===== src/rtl/multiplier_pipelined_param_if.sv =====
// Operation/result bundle for the pipelined multiplier.
// The requester uses the master modport; the multiplier uses slave.
interface multiplier_pipelined_param_if #(
  parameter int WIDTH = 32
);
  logic                   stall;
  logic                   in_valid;
  logic                   is_signed;
  logic [WIDTH-1:0]       a;
  logic [WIDTH-1:0]       b;
  logic                   out_valid;
  logic [2*WIDTH-1:0]     r;

  modport master (
    output stall, in_valid, is_signed, a, b,
    input  out_valid, r
  );

  modport slave (
    input  stall, in_valid, is_signed, a, b,
    output out_valid, r
  );
endinterface


===== src/rtl/multiplier_pipelined_param.sv =====
// Three-stage WIDTH x WIDTH multiplier: sign/magnitude, half-width partial products,
// then recombination with sign restore. One operation per cycle, global stall.
module multiplier_pipelined_param #(
  parameter int WIDTH = 32
) (
  input  logic                        clk,
  input  logic                        reset_n,
  multiplier_pipelined_param_if.slave bus
);

  localparam int HALF = WIDTH / 2;
  localparam logic [2*WIDTH-1:0] ONE2 = {{(2*WIDTH-1){1'b0}}, 1'b1};

  // Most-negative input maps to 2^(WIDTH-1), which still fits unsigned.
  function automatic logic [WIDTH-1:0] magnitude(input logic [WIDTH-1:0] x,
                                                 input logic             take_abs);
    logic [WIDTH-1:0] res;
    if (take_abs && x[WIDTH-1]) begin
      res = ~x + {{(WIDTH-1){1'b0}}, 1'b1};
    end else begin
      res = x;
    end
    return res;
  endfunction

  logic                 v1_q, v2_q, v3_q;
  logic                 neg1_q, neg2_q;
  logic [WIDTH-1:0]     a1_q, b1_q;
  logic [WIDTH-1:0]     ll_q, hl_q, lh_q, hh_q;
  logic [2*WIDTH-1:0]   r_q;

  logic                 neg1_d;
  logic [WIDTH-1:0]     a1_d, b1_d;
  logic [WIDTH-1:0]     ll_d, hl_d, lh_d, hh_d;
  logic [2*WIDTH-1:0]   p_d, r_d;

  // Next-state datapath for all three stages.
  always_comb begin
    a1_d   = magnitude(bus.a, bus.is_signed);
    b1_d   = magnitude(bus.b, bus.is_signed);
    neg1_d = bus.is_signed & (bus.a[WIDTH-1] ^ bus.b[WIDTH-1]);

    ll_d = {{HALF{1'b0}}, a1_q[HALF-1:0]}     * {{HALF{1'b0}}, b1_q[HALF-1:0]};
    hl_d = {{HALF{1'b0}}, a1_q[WIDTH-1:HALF]} * {{HALF{1'b0}}, b1_q[HALF-1:0]};
    lh_d = {{HALF{1'b0}}, a1_q[HALF-1:0]}     * {{HALF{1'b0}}, b1_q[WIDTH-1:HALF]};
    hh_d = {{HALF{1'b0}}, a1_q[WIDTH-1:HALF]} * {{HALF{1'b0}}, b1_q[WIDTH-1:HALF]};

    p_d = {hh_q, {WIDTH{1'b0}}}
        + {{WIDTH{1'b0}}, ll_q}
        + {{HALF{1'b0}}, hl_q, {HALF{1'b0}}}
        + {{HALF{1'b0}}, lh_q, {HALF{1'b0}}};

    // A zero magnitude negates back to zero, so -0 never appears.
    if (neg2_q) begin
      r_d = ~p_d + ONE2;
    end else begin
      r_d = p_d;
    end
  end

  // Pipeline registers; stall freezes everything, r only loads on a valid slot.
  always_ff @(posedge clk or negedge reset_n) begin
    if (!reset_n) begin
      v1_q   <= 1'b0;
      v2_q   <= 1'b0;
      v3_q   <= 1'b0;
      neg1_q <= 1'b0;
      neg2_q <= 1'b0;
      a1_q   <= {WIDTH{1'b0}};
      b1_q   <= {WIDTH{1'b0}};
      ll_q   <= {WIDTH{1'b0}};
      hl_q   <= {WIDTH{1'b0}};
      lh_q   <= {WIDTH{1'b0}};
      hh_q   <= {WIDTH{1'b0}};
      r_q    <= {(2*WIDTH){1'b0}};
    end else if (!bus.stall) begin
      v1_q   <= bus.in_valid;
      neg1_q <= neg1_d;
      a1_q   <= a1_d;
      b1_q   <= b1_d;
      v2_q   <= v1_q;
      neg2_q <= neg1_q;
      ll_q   <= ll_d;
      hl_q   <= hl_d;
      lh_q   <= lh_d;
      hh_q   <= hh_d;
      v3_q   <= v2_q;
      if (v2_q) begin
        r_q <= r_d;
      end
    end
  end

  assign bus.out_valid = v3_q;
  assign bus.r         = r_q;

endmodule


===== src/flat_wrapper.sv =====
// flat-port wrapper written by rule: the top's interface ports become plain ports
module multiplier_pipelined_param_flat 
#(
  parameter int WIDTH = 32
)
  (clk, reset_n, bus_stall, bus_in_valid, bus_is_signed, bus_a, bus_b, bus_out_valid, bus_r);
  multiplier_pipelined_param_if #(.WIDTH(WIDTH)) bus_i ();
  input  logic clk;
  input  logic reset_n;
  input wire logic [$bits(bus_i.stall)-1:0] bus_stall;
  input wire logic [$bits(bus_i.in_valid)-1:0] bus_in_valid;
  input wire logic [$bits(bus_i.is_signed)-1:0] bus_is_signed;
  input wire logic [$bits(bus_i.a)-1:0] bus_a;
  input wire logic [$bits(bus_i.b)-1:0] bus_b;
  output wire logic [$bits(bus_i.out_valid)-1:0] bus_out_valid;
  output wire logic [$bits(bus_i.r)-1:0] bus_r;
  assign bus_i.stall = bus_stall;
  assign bus_i.in_valid = bus_in_valid;
  assign bus_i.is_signed = bus_is_signed;
  assign bus_i.a = bus_a;
  assign bus_i.b = bus_b;
  assign bus_out_valid = bus_i.out_valid;
  assign bus_r = bus_i.r;
  multiplier_pipelined_param #(.WIDTH(WIDTH)) u_core (.clk(clk), .reset_n(reset_n), .bus(bus_i));
endmodule

===== config.mk =====
export PLATFORM = sky130hd
export DESIGN_NAME = multiplier_pipelined_param_flat
export DESIGN_NICKNAME = d
export VERILOG_FILES = /design/src/rtl/multiplier_pipelined_param_if.sv /design/src/rtl/multiplier_pipelined_param.sv /design/src/flat_wrapper.sv
export SDC_FILE = /design/constraint.sdc
export NUM_CORES = 2
export LEC_CHECK = 0
export ABC_CLOCK_PERIOD_IN_PS = 9200
export CORE_ASPECT_RATIO = 1.5
export CORE_UTILIZATION = 60
export DETAILED_ROUTE_END_ITERATION = 10
export HOLD_SLACK_MARGIN = 0.08
export PLACE_DENSITY_LB_ADDON = 0.1
export SYNTH_ARGS = -nofsm -noshare
export SYNTH_HDL_FRONTEND = slang
export SYNTH_SLANG_ARGS = --single-unit

===== constraint.sdc =====
create_clock -name clk -period 9.2 [get_ports clk]
set_input_delay 1.84 -clock clk [delete_from_list [all_inputs] [get_ports clk]]
set_output_delay 1.84 -clock clk [all_outputs]
set_load 0.005 [all_outputs]

* Yosys cells after proc, flatten, opt, wreduce, memory -nomap -nowiden
Index checks and enable logic that the tools add are counted.
** Storage, ports and cells
- Bits in registers :: 261
- Latch bits :: 0
- Bits in writable memories :: 0
- Bits in read-only memories :: 0
- Input bits :: 69
- Memories :: 0
** Operators by class
- Add/subtract/negate cells :: 6
- Multipliers :: 4
- Divide/modulo/power cells :: 0
- $lt $le $gt $ge :: 0
- Equal/unequal tests :: 0
- Shift-type cells :: 0
- Mux-type cells :: 3
- Bitwise logic cells :: 6
- Reductions and logical operators :: 3
** Operators by type and width (number)
- $add A64 B48 Y64 :: 2
- $mul A16 B16 Y32 :: 4
- $add A32 B1 Y32 const B :: 2
- $add A64 B1 Y64 const B :: 1
- $add A64 B32 Y64 :: 1
- $mux W32 :: 2
- $mux W64 :: 1
- $not A32 Y32 :: 2
- $not A64 Y64 :: 1
- $logic_and A1 B1 Y1 :: 2
- $reduce_and A2 Y1 :: 1
- $and A1 B1 Y1 :: 1
- $not A1 Y1 :: 1
- $xor A1 B1 Y1 :: 1

* Logic depth before layout (Yosys ltp)
- Depth in word-level cells :: 6
- Mapped depth :: 26
- Gate-level depth less buffers :: 25

* Worst setup path after synthesis
No wires, ideal clock.
- Path type :: reg-to-reg
- Start :: register u_core.a1_q[10]
- End :: register u_core.ll_q[31]
- Arrival :: 6.554 ns
- Data required time :: 9.075 ns
- Setup slack :: 2.521 ns
- Stages on the path, launching flop included :: 24
- Buffers on the path :: 1
- Clock period less this slack :: 6.679 ns
- Path through :: dfrtp_1 clkbuf_1 nand2_1 fa_1 fa_1 fa_1 fa_1 inv_1 fa_1 inv_1 fa_1 inv_1 ha_1 a21o_1 a21oi_1 nand2_1 a2111oi_0 o21ai_0 o211ai_1 a31oi_1 or4_1 a31oi_1 xnor2_1 mux2_2
** On the way
- Longest elaborated chain between the ends :: 1
** RTL lines
- start: declaration :: line multiplier_pipelined_param.sv:28 : logic [WIDTH-1:0] a1_q, b1_q;
- start signal: assignment :: line multiplier_pipelined_param.sv:69 : a1_q <= {WIDTH{1'b0}};
- $mul A16 B16 Y32 :: line multiplier_pipelined_param.sv:43 : ll_d = {{HALF{1'b0}}, a1_q[HALF-1:0]} * {{HALF{1'b0}}, b1_q[HALF-1:0]};
- end signal: assignment :: line multiplier_pipelined_param.sv:71 : ll_q <= {WIDTH{1'b0}};
- end signal: assignment :: line multiplier_pipelined_param.sv:83 : ll_q <= ll_d;
- end: declaration :: line multiplier_pipelined_param.sv:29 : logic [WIDTH-1:0] ll_q, hl_q, lh_q, hh_q;
No other way between the ends.
A chain may end at the register's enable or synchronous reset.

* Final worst setup path
- Start :: register u_core.b1_q[1]
- End :: register u_core.ll_q[31]
** On the way
- Longest elaborated chain between the ends :: 1
** RTL lines
- start: declaration :: line multiplier_pipelined_param.sv:28
- start signal: assignment :: line multiplier_pipelined_param.sv:70 : b1_q <= {WIDTH{1'b0}};
- $mul A16 B16 Y32 :: line multiplier_pipelined_param.sv:43
No other way between the ends.

==> impl_metrics.tcl <==
set metrics [dict create \
    synthCells 5500 \
    path_class "flop to flop" \
    drive_above_1_share 0.0349 \
    tightest_slew_ns 1.28 \
    die_y_um 350 \
    synth-async-reset-ratio 1.00 \
    min_period_ns 8.10 \
    fin_area_mm2 0.0516 \
    crit_path_end_kind "flop" \
    design.core.area_mm2 0.0799 \
    clk_pin_slew_ns 0.06 \
    setup-violations-final 0 \
    drc 10 \
    h-tree-depth 1 \
    fill_cells 6882 \
    die_area_mm2 0.0819 \
    outcome "finished, violations left" \
    dpl.hpwl_um 101000 \
    failed_checks "DRC" \
    yosysSeqAreaShare 0.135 \
    slew_headroom 0.144 \
    grt_pass1_wl_um 206000 \
    crit_path_end "u_core.ll_q[31]" \
    synth-seq-cells 261 \
    start_util 0.606 \
    setup_ws_ns 1.10 \
    clockRootBuffer "clkbuf_16" \
    yosys_most_used_dff "dfrtp_1" \
    hold_viol_final 0 \
    r2r_cells 22 \
    post-place-ws_ns 1.24 \
    crit_start "u_core.b1_q[1]" \
    synth.avg_cell_area_um2 8.81 \
    n_antenna_cell 0 \
    grt_max_degree 132 \
    syn-num-nets 6829 \
    r2r_setup_slack_ns 1.10 \
    die_w_um 234 \
    drv_slew 0 \
    rsz0062_at_grt "no" \
    area_delta_synth_final_pct 6.55 \
    dr.pass1.iters 8 \
    grt_usage 0.323 \
    cp_max_fo 33 \
    pin_count 134 \
    syn_area_mm2 0.0485 \
    hold_path.class "flop to flop" \
    clkLatencyLatePin_ns 0.62 \
    fmax_mhz 123 \
    cts_resized 0 \
    regToRegStartpoint "u_core.b1_q[1]" \
    vias 37200 \
    via_per_inst 5.71 \
    skew_ns 0.0206 \
    antenna_found_initial 1 \
    ys_types 84 \
    startpoint_type "flop" \
    postCtsHoldBufs 0 \
    holdWs_ns 0.476 \
    portBuffers 133 \
    required_ns 9.69 \
    wire_per_inst_um 19.4 \
    arrival_ns 8.59 \
    postCtsSetupRepairBufs 0 \
    reg2reg_to "u_core.ll_q[31]" \
    maxCapViolCount 0 \
    gp_congestion 0.902 \
    dpl_cell_area_mm2 0.0506 \
    drtAntennaViolNets 0 \
    grt-ovfl-total 0 \
    cts_buffers 29 \
    routed_wl_um 126000 \
    post-route-period-util 0.880 \
    num-nets-final 6788 \
    cts.sink_count 261 \
    tns_ns 0 \
    drt-initial-drc-count 2450 \
    clk_path_buf_depth 3 \
    cts_tree "built" \
    rows 127 \
    synth_edf_count 0 \
    yosys_warnings 0 \
    grt_pass1_vias 38700 \
]
final cells by class:
| cell class | instances | area [um^2] | area share |
|---|---|---|---|
| Clock inverter | 17 | 256 | 0.00497 |
| Tap cell | 1032 | 1290 | 0.0250 |
| Clock buffer | 34 | 774 | 0.0150 |
| Multi-Input combinational cell | 4026 | 37400 | 0.724 |
| Timing Repair Buffer | 209 | 1910 | 0.0370 |
| Sequential cell | 261 | 6540 | 0.127 |
| Inverter | 932 | 3500 | 0.0678 |
cell usage after synthesis, types with 21 or more instances:
cell type	instances	share of area
nand3_1	42	0.0043
mux2_2	29	0.0067
inv_1	931	0.072
a31oi_1	21	0.0027
or3_1	22	0.0028
o31ai_1	38	0.0059
nand2b_1	25	0.0032
xnor2_1	130	0.023
and2_1	473	0.061
o21bai_1	24	0.0037
xor2_1	123	0.022
clkbuf_1	262	0.020
fa_1	809	0.33
dfrtp_1	261	0.13
nor3_1	44	0.0045
nor2_1	111	0.0086
o21ai_0	303	0.031
o21a_1	25	0.0039
a211oi_1	21	0.0033
ha_1	451	0.12
a21o_1	59	0.0091
nand4_1	23	0.0030
nand2_1	906	0.070
a21oi_1	134	0.014
logic make-up (layout without fill, tap and decap cells):
family          Yosys count  count (layout)  synth area share
fa+ha+maj              1260            1260             0.451
flops                   261             261             0.135
mux                      35              35           0.00798
xor+xnor                253             253            0.0457
simple gates           1736            1736             0.172
buf+inv                1213            1192            0.0943
compound gates          742             742            0.0950
cell usage in the layout, fill, tap and decap left out, types with 24 or more instances in the layout:
cell,count
a21o_1,59
a21oi_1,134
and2_1,473
buf_4,76
clkbuf_16,29
clkdlybuf4s50_1,131
dfrtp_1,257
fa_1,809
ha_1,451
inv_1,931
mux2_2,29
nand2_1,906
nand2b_1,24
nand3_1,42
nor2_1,111
nor3_1,44
o21a_1,25
o21ai_0,303
o21bai_1,24
o31ai_1,38
xnor2_1,130
xor2_1,123
worst min path at each step:
stage,end,cells past startpoint,slack [ns],from
2_1_floorplan,u_core.neg1_q,2,0.45,u_core.neg1_q
3_3_place_gp,u_core.bus.r[25],2,0.46,u_core.bus.r[25]
3_5_place_dp,u_core.bus.out_valid,2,0.47,u_core.bus.out_valid
4_1_cts,u_core.bus.r[24],2,0.48,u_core.bus.r[24]
5_1_grt,u_core.bus.r[23],2,0.51,u_core.bus.r[23]
6_report,u_core.bus.r[24],2,0.48,u_core.bus.r[24]
registers in the layout (all words and copies together) (netlist names):
| register | cells |
|---|---|
| u_core.a1_q | 32 |
| u_core.b1_q | 32 |
| u_core.ll_q | 32 |
| u_core.bus.out_valid | 1 |
| u_core.lh_q | 32 |
| u_core.v2_q | 1 |
| u_core.v1_q | 1 |
| u_core.neg2_q | 1 |
| u_core.hl_q | 32 |
| u_core.bus.r | 64 |
| u_core.neg1_q | 1 |
| u_core.hh_q | 32 |
worst max-delay path, stage by stage (launching register included):
cell,delay (ns)
dfrtp_1,1.19
nand2_1,0.19
fa_1,0.56
fa_1,0.58
fa_1,0.45
fa_1,0.54
inv_1,0.05
fa_1,0.48
inv_1,0.05
fa_1,0.47
inv_1,0.05
ha_1,0.33
a21o_1,0.23
a21oi_1,0.23
nand2_1,0.08
a2111oi_0,0.67
o21ai_0,0.39
o211ai_1,0.32
a31oi_1,0.15
or4_1,0.42
a31oi_1,0.21
xnor2_1,0.08
mux2_2,0.26
stage by stage:
stage / cells / util
final: 6511 / 0.646
after global routing: 6511 / 0.646
after CTS: 6511 / 0.646
after detailed placement: 6460 / 0.633
after global placement: 6460 / 0.633
after floorplan: 5500 / -
routing by layer:
layer	vias up	track usage	routed length (um)
li1	17100	-	-
met1	18600	0.417	51000
met2	1188	0.552	62100
met3	282	0.0341	7060
met4	2	0.130	5900
met5	-	0	13
Power is left out: the tool's default activity adds up to more than one toggle a clock period on the data nets, which glitch-free logic cannot reach.
